File: config.mk
export PLATFORM = sky130hd
export DESIGN_NAME = seq_shift_add_multiplier_flat
export DESIGN_NICKNAME = d
export VERILOG_FILES = /design/src/rtl/seq_shift_add_multiplier_if.sv /design/src/rtl/seq_shift_add_multiplier.sv /design/src/flat_wrapper.sv
export SDC_FILE = /design/constraint.sdc
export NUM_CORES = 1
export LEC_CHECK = 0
export CAP_MARGIN = 10
export CORE_UTILIZATION = 30
export CTS_CLUSTER_DIAMETER = 80
export DETAILED_ROUTE_END_ITERATION = 8
export HOLD_SLACK_MARGIN = 0.06
export PLACE_DENSITY = 0.51
export SLEW_MARGIN = 20
export SYNTH_ARGS = -nofsm -noshare
export SYNTH_HDL_FRONTEND = slang
export SYNTH_SLANG_ARGS = --single-unit
File: constraint.sdc
create_clock -name clk -period 2.25 [get_ports clk]
set_input_delay 0.3375 -clock clk [delete_from_list [all_inputs] [get_ports clk]]
set_output_delay 0.3375 -clock clk [all_outputs]
set_load 0.01 [all_outputs]
File: src/rtl/seq_shift_add_multiplier_if.sv
// Operand/result handshake bundle for the shift-add multiplier.
// in_* : source -> multiplier, out_* : multiplier -> sink; busy is status only.
interface seq_shift_add_multiplier_if #(
  parameter int WIDTH = 4
);
  logic               in_valid;
  logic               in_ready;
  logic               in_signed;
  logic [WIDTH-1:0]   in_a;
  logic [WIDTH-1:0]   in_b;
  logic               out_valid;
  logic               out_ready;
  logic [2*WIDTH-1:0] out_p;
  logic               busy;

  modport master (
    output in_valid, in_signed, in_a, in_b, out_ready,
    input  in_ready, out_valid, out_p, busy
  );

  modport slave (
    input  in_valid, in_signed, in_a, in_b, out_ready,
    output in_ready, out_valid, out_p, busy
  );
endinterface

File: src/rtl/seq_shift_add_multiplier.sv
// Iterative shift-add multiplier: one adder, WIDTH iterations plus a sign-fix cycle.
// Handshakes: a transfer happens on a rising edge where valid and ready are both high;
// valid never depends on ready, and in_ready is high only in IDLE, out_valid only in DONE.
module seq_shift_add_multiplier #(
  parameter int WIDTH = 4
) (
  input  logic                      clk,
  input  logic                      rst,
  seq_shift_add_multiplier_if.slave bus,
  output logic [1:0]                state_o
);
  localparam int PW = 2 * WIDTH;
  localparam int CW = $clog2(WIDTH);
  localparam logic [CW-1:0] LAST_CNT = CW'(WIDTH - 1);

  typedef enum logic [1:0] {
    IDLE = 2'd0,
    BUSY = 2'd1,
    FIX  = 2'd2,
    DONE = 2'd3
  } state_t;

  state_t          state_q, state_d;
  logic [WIDTH:0]  a_q, a_d;
  logic [WIDTH:0]  b_q, b_d;
  logic [PW-1:0]   acc_q, acc_d;
  logic [CW-1:0]   cnt_q, cnt_d;
  logic            neg_q, neg_d;
  logic [PW-1:0]   p_q, p_d;

  // Operands widened by one bit so |-2^(W-1)| is representable as a magnitude.
  logic [WIDTH:0]  a_ext, b_ext, a_mag, b_mag;
  logic            a_neg, b_neg;

  always_comb begin
    a_neg = bus.in_signed & bus.in_a[WIDTH-1];
    b_neg = bus.in_signed & bus.in_b[WIDTH-1];
    a_ext = {a_neg, bus.in_a};
    b_ext = {b_neg, bus.in_b};
    a_mag = a_neg ? -a_ext : a_ext;
    b_mag = b_neg ? -b_ext : b_ext;
  end

  always_ff @(posedge clk or posedge rst) begin
    if (rst) begin
      state_q <= IDLE;
      a_q     <= '0;
      b_q     <= '0;
      acc_q   <= '0;
      cnt_q   <= '0;
      neg_q   <= 1'b0;
      p_q     <= '0;
    end else begin
      state_q <= state_d;
      a_q     <= a_d;
      b_q     <= b_d;
      acc_q   <= acc_d;
      cnt_q   <= cnt_d;
      neg_q   <= neg_d;
      p_q     <= p_d;
    end
  end

  always_comb begin
    state_d = state_q;
    a_d     = a_q;
    b_d     = b_q;
    acc_d   = acc_q;
    cnt_d   = cnt_q;
    neg_d   = neg_q;
    p_d     = p_q;
    case (state_q)
      IDLE: begin
        if (bus.in_valid) begin
          a_d     = a_mag;
          b_d     = b_mag;
          neg_d   = a_neg ^ b_neg;
          acc_d   = '0;
          cnt_d   = '0;
          state_d = BUSY;
        end
      end
      BUSY: begin
        // Magnitudes never exceed 2^(2W-2) or (2^W-1)^2, so 2W bits hold every partial sum.
        if (b_q[cnt_q]) acc_d = acc_q + (PW'(a_q) << cnt_q);
        cnt_d = cnt_q + 1'b1;
        if (cnt_q == LAST_CNT) state_d = FIX;
      end
      FIX: begin
        p_d     = neg_q ? -acc_q : acc_q;
        state_d = DONE;
      end
      DONE: begin
        if (bus.out_ready) state_d = IDLE;
      end
      default: state_d = IDLE;
    endcase
  end

  assign bus.in_ready  = (state_q == IDLE);
  assign bus.out_valid = (state_q == DONE);
  assign bus.busy      = (state_q == BUSY) || (state_q == FIX);
  assign bus.out_p     = p_q;
  assign state_o       = state_q;
endmodule

File: src/flat_wrapper.sv
// flat-port wrapper written by rule: the top's interface ports become plain ports
module seq_shift_add_multiplier_flat 
#(
  parameter int WIDTH = 4
)
  (clk, rst, state_o, bus_in_valid, bus_in_signed, bus_in_a, bus_in_b, bus_out_ready, bus_in_ready, bus_out_valid, bus_out_p, bus_busy);
  seq_shift_add_multiplier_if #(.WIDTH(WIDTH)) bus_i ();
  input  logic clk;
  input  logic rst;
  output logic [1:0] state_o;
  input wire logic [$bits(bus_i.in_valid)-1:0] bus_in_valid;
  input wire logic [$bits(bus_i.in_signed)-1:0] bus_in_signed;
  input wire logic [$bits(bus_i.in_a)-1:0] bus_in_a;
  input wire logic [$bits(bus_i.in_b)-1:0] bus_in_b;
  input wire logic [$bits(bus_i.out_ready)-1:0] bus_out_ready;
  output wire logic [$bits(bus_i.in_ready)-1:0] bus_in_ready;
  output wire logic [$bits(bus_i.out_valid)-1:0] bus_out_valid;
  output wire logic [$bits(bus_i.out_p)-1:0] bus_out_p;
  output wire logic [$bits(bus_i.busy)-1:0] bus_busy;
  assign bus_i.in_valid = bus_in_valid;
  assign bus_i.in_signed = bus_in_signed;
  assign bus_i.in_a = bus_in_a;
  assign bus_i.in_b = bus_in_b;
  assign bus_i.out_ready = bus_out_ready;
  assign bus_in_ready = bus_i.in_ready;
  assign bus_out_valid = bus_i.out_valid;
  assign bus_out_p = bus_i.out_p;
  assign bus_busy = bus_i.busy;
  seq_shift_add_multiplier #(.WIDTH(WIDTH)) u_core (.clk(clk), .rst(rst), .bus(bus_i), .state_o(state_o));
endmodule
==> metrics.txt <==
R2R Path Start=u_core.cnt_q[1]; RSZ-0062 raised after global routing=yes; delay-heaviest family, CP=simple AND/OR/NAND/NOR gates; initial antenna violation count=0; mapped cell area=1880 um2; CTS tree=yes; pwr/cell area=approximately 1300 nW/um2; Unique masters post-synth=38; vias per inst=between 4 and 5; crit share post-route=between 90% and 100%; most frequent cells in the layout=dfrtp_1, nand2_1, clkdlybuf4s50_1; Final Hold Vio Count=0; clock period minus worst slack=2.21 ns; share of cells above drive strength 1=between 10% and 20%; Net Count, Synth=about 230; Tightest Hold Check Type=in -> async; setup TNS=0 ns; CP max stage delay=about 0.45 ns; status=complete, no violations; Tot GR Track Use=around an eighth; clk_lat worst skew=roughly 0.27 ns; Lkg Pwr=1.17 nW; WP buf/inv=1; I/O pins=26; CP required=around 2.5 ns; Place WS=-0.000147 ns; Finished Cell Area=2460 um2; #FFs+latches synth=30; Post-Syn Instances=198; final wirelength=around 3700 um; Num Clock Sinks=30; Antenna Nets Post-Route=0; total core area=5990 um2; worst-path cell chain=buf_4, nor2_1, ha_1, a211o_1, and4_4, or3_4, and2_4, o211ai_2; sequential-to-total area share from yosys stat=roughly 40%; DP Area=2310 um2; Crit Path Class=reg -> reg; first-pass GRT wire length=6610 um; number of global-route vias before repair=between 1000 and 1500; final worst-path setup slack=just under 0.04 ns; Critical Path Source=u_core.cnt_q[1]; Peak VDD IR=approximately 0.00046 V; Area growth syn-to-layout=31.2%; H-tree levels=2; maximum operating frequency=about 450 MHz; die width=around 81 um; slew margin rel.=about 67%; Slew Viols, Final=0; die height=just over 80 um; Final Wtd Congestion=between 0.7 and 0.8; hold-fix buffers at CTS=0; Num CTS Buffers=5; Worst Clk Skew=roughly 0.0047 ns; Final nets=around 270; setup violators final=0; critical path arrival=about 2.4 ns; DRC=0; max_cap viols=0; pin count of the biggest net entering global routing=31; worst reg2reg path depth=8; Least-Margin Pin Slew=0.500 ns; DR vias=1476; die area=around 6600 um2; WL/cell=approximately 12 um; number of synthesis warnings=0; Crit-path slowest cell=dfrtp_2; CP Capture Type=flip-flop; most common cell after layout, fill and taps aside=dfrtp_1; WHS=around 0.45 ns; DRT iter0 DRCs=49; Initial Util=a little under a third; Initial DRT Pass Iterations=4; Crit Path Max Fanout=5; R2R setup slack=roughly 0.04 ns; Rows=28; Avg Cell Area, Syn=roughly 9.5 um2; reg2reg end=u_core.acc_q[7]; Worst-path clk slew=0.06 ns; Worst setup SP type=flip-flop; n_diodes=0; PortBufs=25; HPWL Detailed=about 2800 um; clock tree buffer depth=2; global route total overflow=0; CTS root buf=clkbuf_8; Filler Cell Count=~620
state kept, by name (all words and copies together), names as in the netlist:
register          flops
u_core.b_q            4
u_core.cnt_q          2
u_core.bus.out_p      8
u_core.a_q            5
u_core.state_o        2
u_core.acc_q          8
u_core.neg_q          1
cell type report:
class,count,area (um2),area share (%)
tap,75,93.8,3.81
sequential,30,752,30.5
timing repair buffer,42,385,15.6
clock inverter,1,5.00,0.203
clock buffer,7,86.3,3.50
multi-input combinational,149,1100,44.5
inverter,12,45.0,1.83
power breakdown:
part	internal [mW]	total [mW]	switching [mW]
combinational	0.880	1.70	0.822
sequential	0.756	0.954	0.198
clock	0.246	0.439	0.193
total	1.88	3.10	1.21
synthesized netlist by cell type:
| library cell | n | area (um2) |
|---|---|---|
| dfrtp_1 | 30 | 751 |
| nand2_1 | 28 | 105 |
| o21ai_0 | 19 | 95.1 |
| ha_1 | 15 | 188 |
| a21oi_1 | 14 | 70.1 |
| nor2_1 | 13 | 48.8 |
| inv_1 | 12 | 45.0 |
| mux2i_1 | 8 | 80.1 |
| a22o_1 | 7 | 61.3 |
| xnor2_1 | 7 | 61.3 |
| xor2_1 | 7 | 61.3 |
| clkbuf_1 | 5 | 18.8 |
| o31ai_1 | 5 | 37.5 |
| a21o_1 | 2 | 15.0 |
| mux2_2 | 2 | 22.5 |
| nor2b_1 | 2 | 12.5 |
| a211o_1 | 1 | 8.76 |
| a211oi_1 | 1 | 7.51 |
| a21boi_0 | 1 | 7.51 |
| a21o_2 | 1 | 8.76 |
| a32o_1 | 1 | 10.0 |
| and2_1 | 1 | 6.26 |
| and2_4 | 1 | 8.76 |
| and3_1 | 1 | 6.26 |
| and4_4 | 1 | 11.3 |
| buf_2 | 1 | 5.00 |
| buf_4 | 1 | 7.51 |
| fa_1 | 1 | 20.0 |
| mux4_2 | 1 | 22.5 |
| nand2b_1 | 1 | 6.26 |
| nand4b_1 | 1 | 8.76 |
| nor3_1 | 1 | 5.00 |
| nor3b_1 | 1 | 7.51 |
| o211a_1 | 1 | 10.0 |
| o211ai_2 | 1 | 12.5 |
| o21bai_1 | 1 | 7.51 |
| o22ai_1 | 1 | 6.26 |
| or3_4 | 1 | 11.3 |
layer usage:
layer / global-route usage (%) / part of all wire (%)
met1: 17.5 / 50
met3: 3.71 / 3.5
met5: 0 / 0
met4: 3.75 / 0.59
met2: 21.5 / 46
what timing repair did:
| action | CTS | global route |
|---|---|---|
| endpoints found under the setup margin | 1 | 3 |
| buffers inserted | 0 | 1 |
| pin swaps | 1 | 3 |
| gates resized for setup | 2 | 11 |
worst max path at each step:
| stage | endpoint | slack, ns | depth (start not counted) |
|---|---|---|---|
| 3_5_place_dp | u_core.acc_q[7] | -0.0001 | 9 |
| 3_3_place_gp | u_core.acc_q[7] | 0.03 | 9 |
| 6_report | u_core.acc_q[7] | 0.04 | 8 |
| 4_1_cts | u_core.acc_q[7] | 0.02 | 9 |
| 2_1_floorplan | u_core.acc_q[7] | -0.006 | 10 |
| 5_1_grt | u_core.acc_q[7] | -0.04 | 8 |
per-stage QoR:
stage,power (mW),util (%),cells
2_1_floorplan,1.94,-,198
3_3_place_gp,2.57,38.6,307
3_5_place_dp,2.58,38.6,307
4_1_cts,3.04,40.2,315
5_1_grt,3.42,41.1,316
6_report,3.10,41.1,316
cell families after synthesis:
| group | Yosys count | synth area share (%) |
|---|---|---|
| AO/OA/AOI/OAI | 56 | 19.1 |
| AND/OR/NAND/NOR | 52 | 12.7 |
| flip-flops | 30 | 40.0 |
| buffers and inverters | 19 | 4.06 |
| adder cells (fa/ha/maj) | 16 | 11.1 |
| XOR/XNOR | 14 | 6.53 |
| multiplexers | 11 | 6.66 |
worst min-delay path, delay by kind of cell:
family,cells,cell delay [ns]
buffers and inverters,3,0.80
Note: power is estimated with default switching activity, not from simulation.
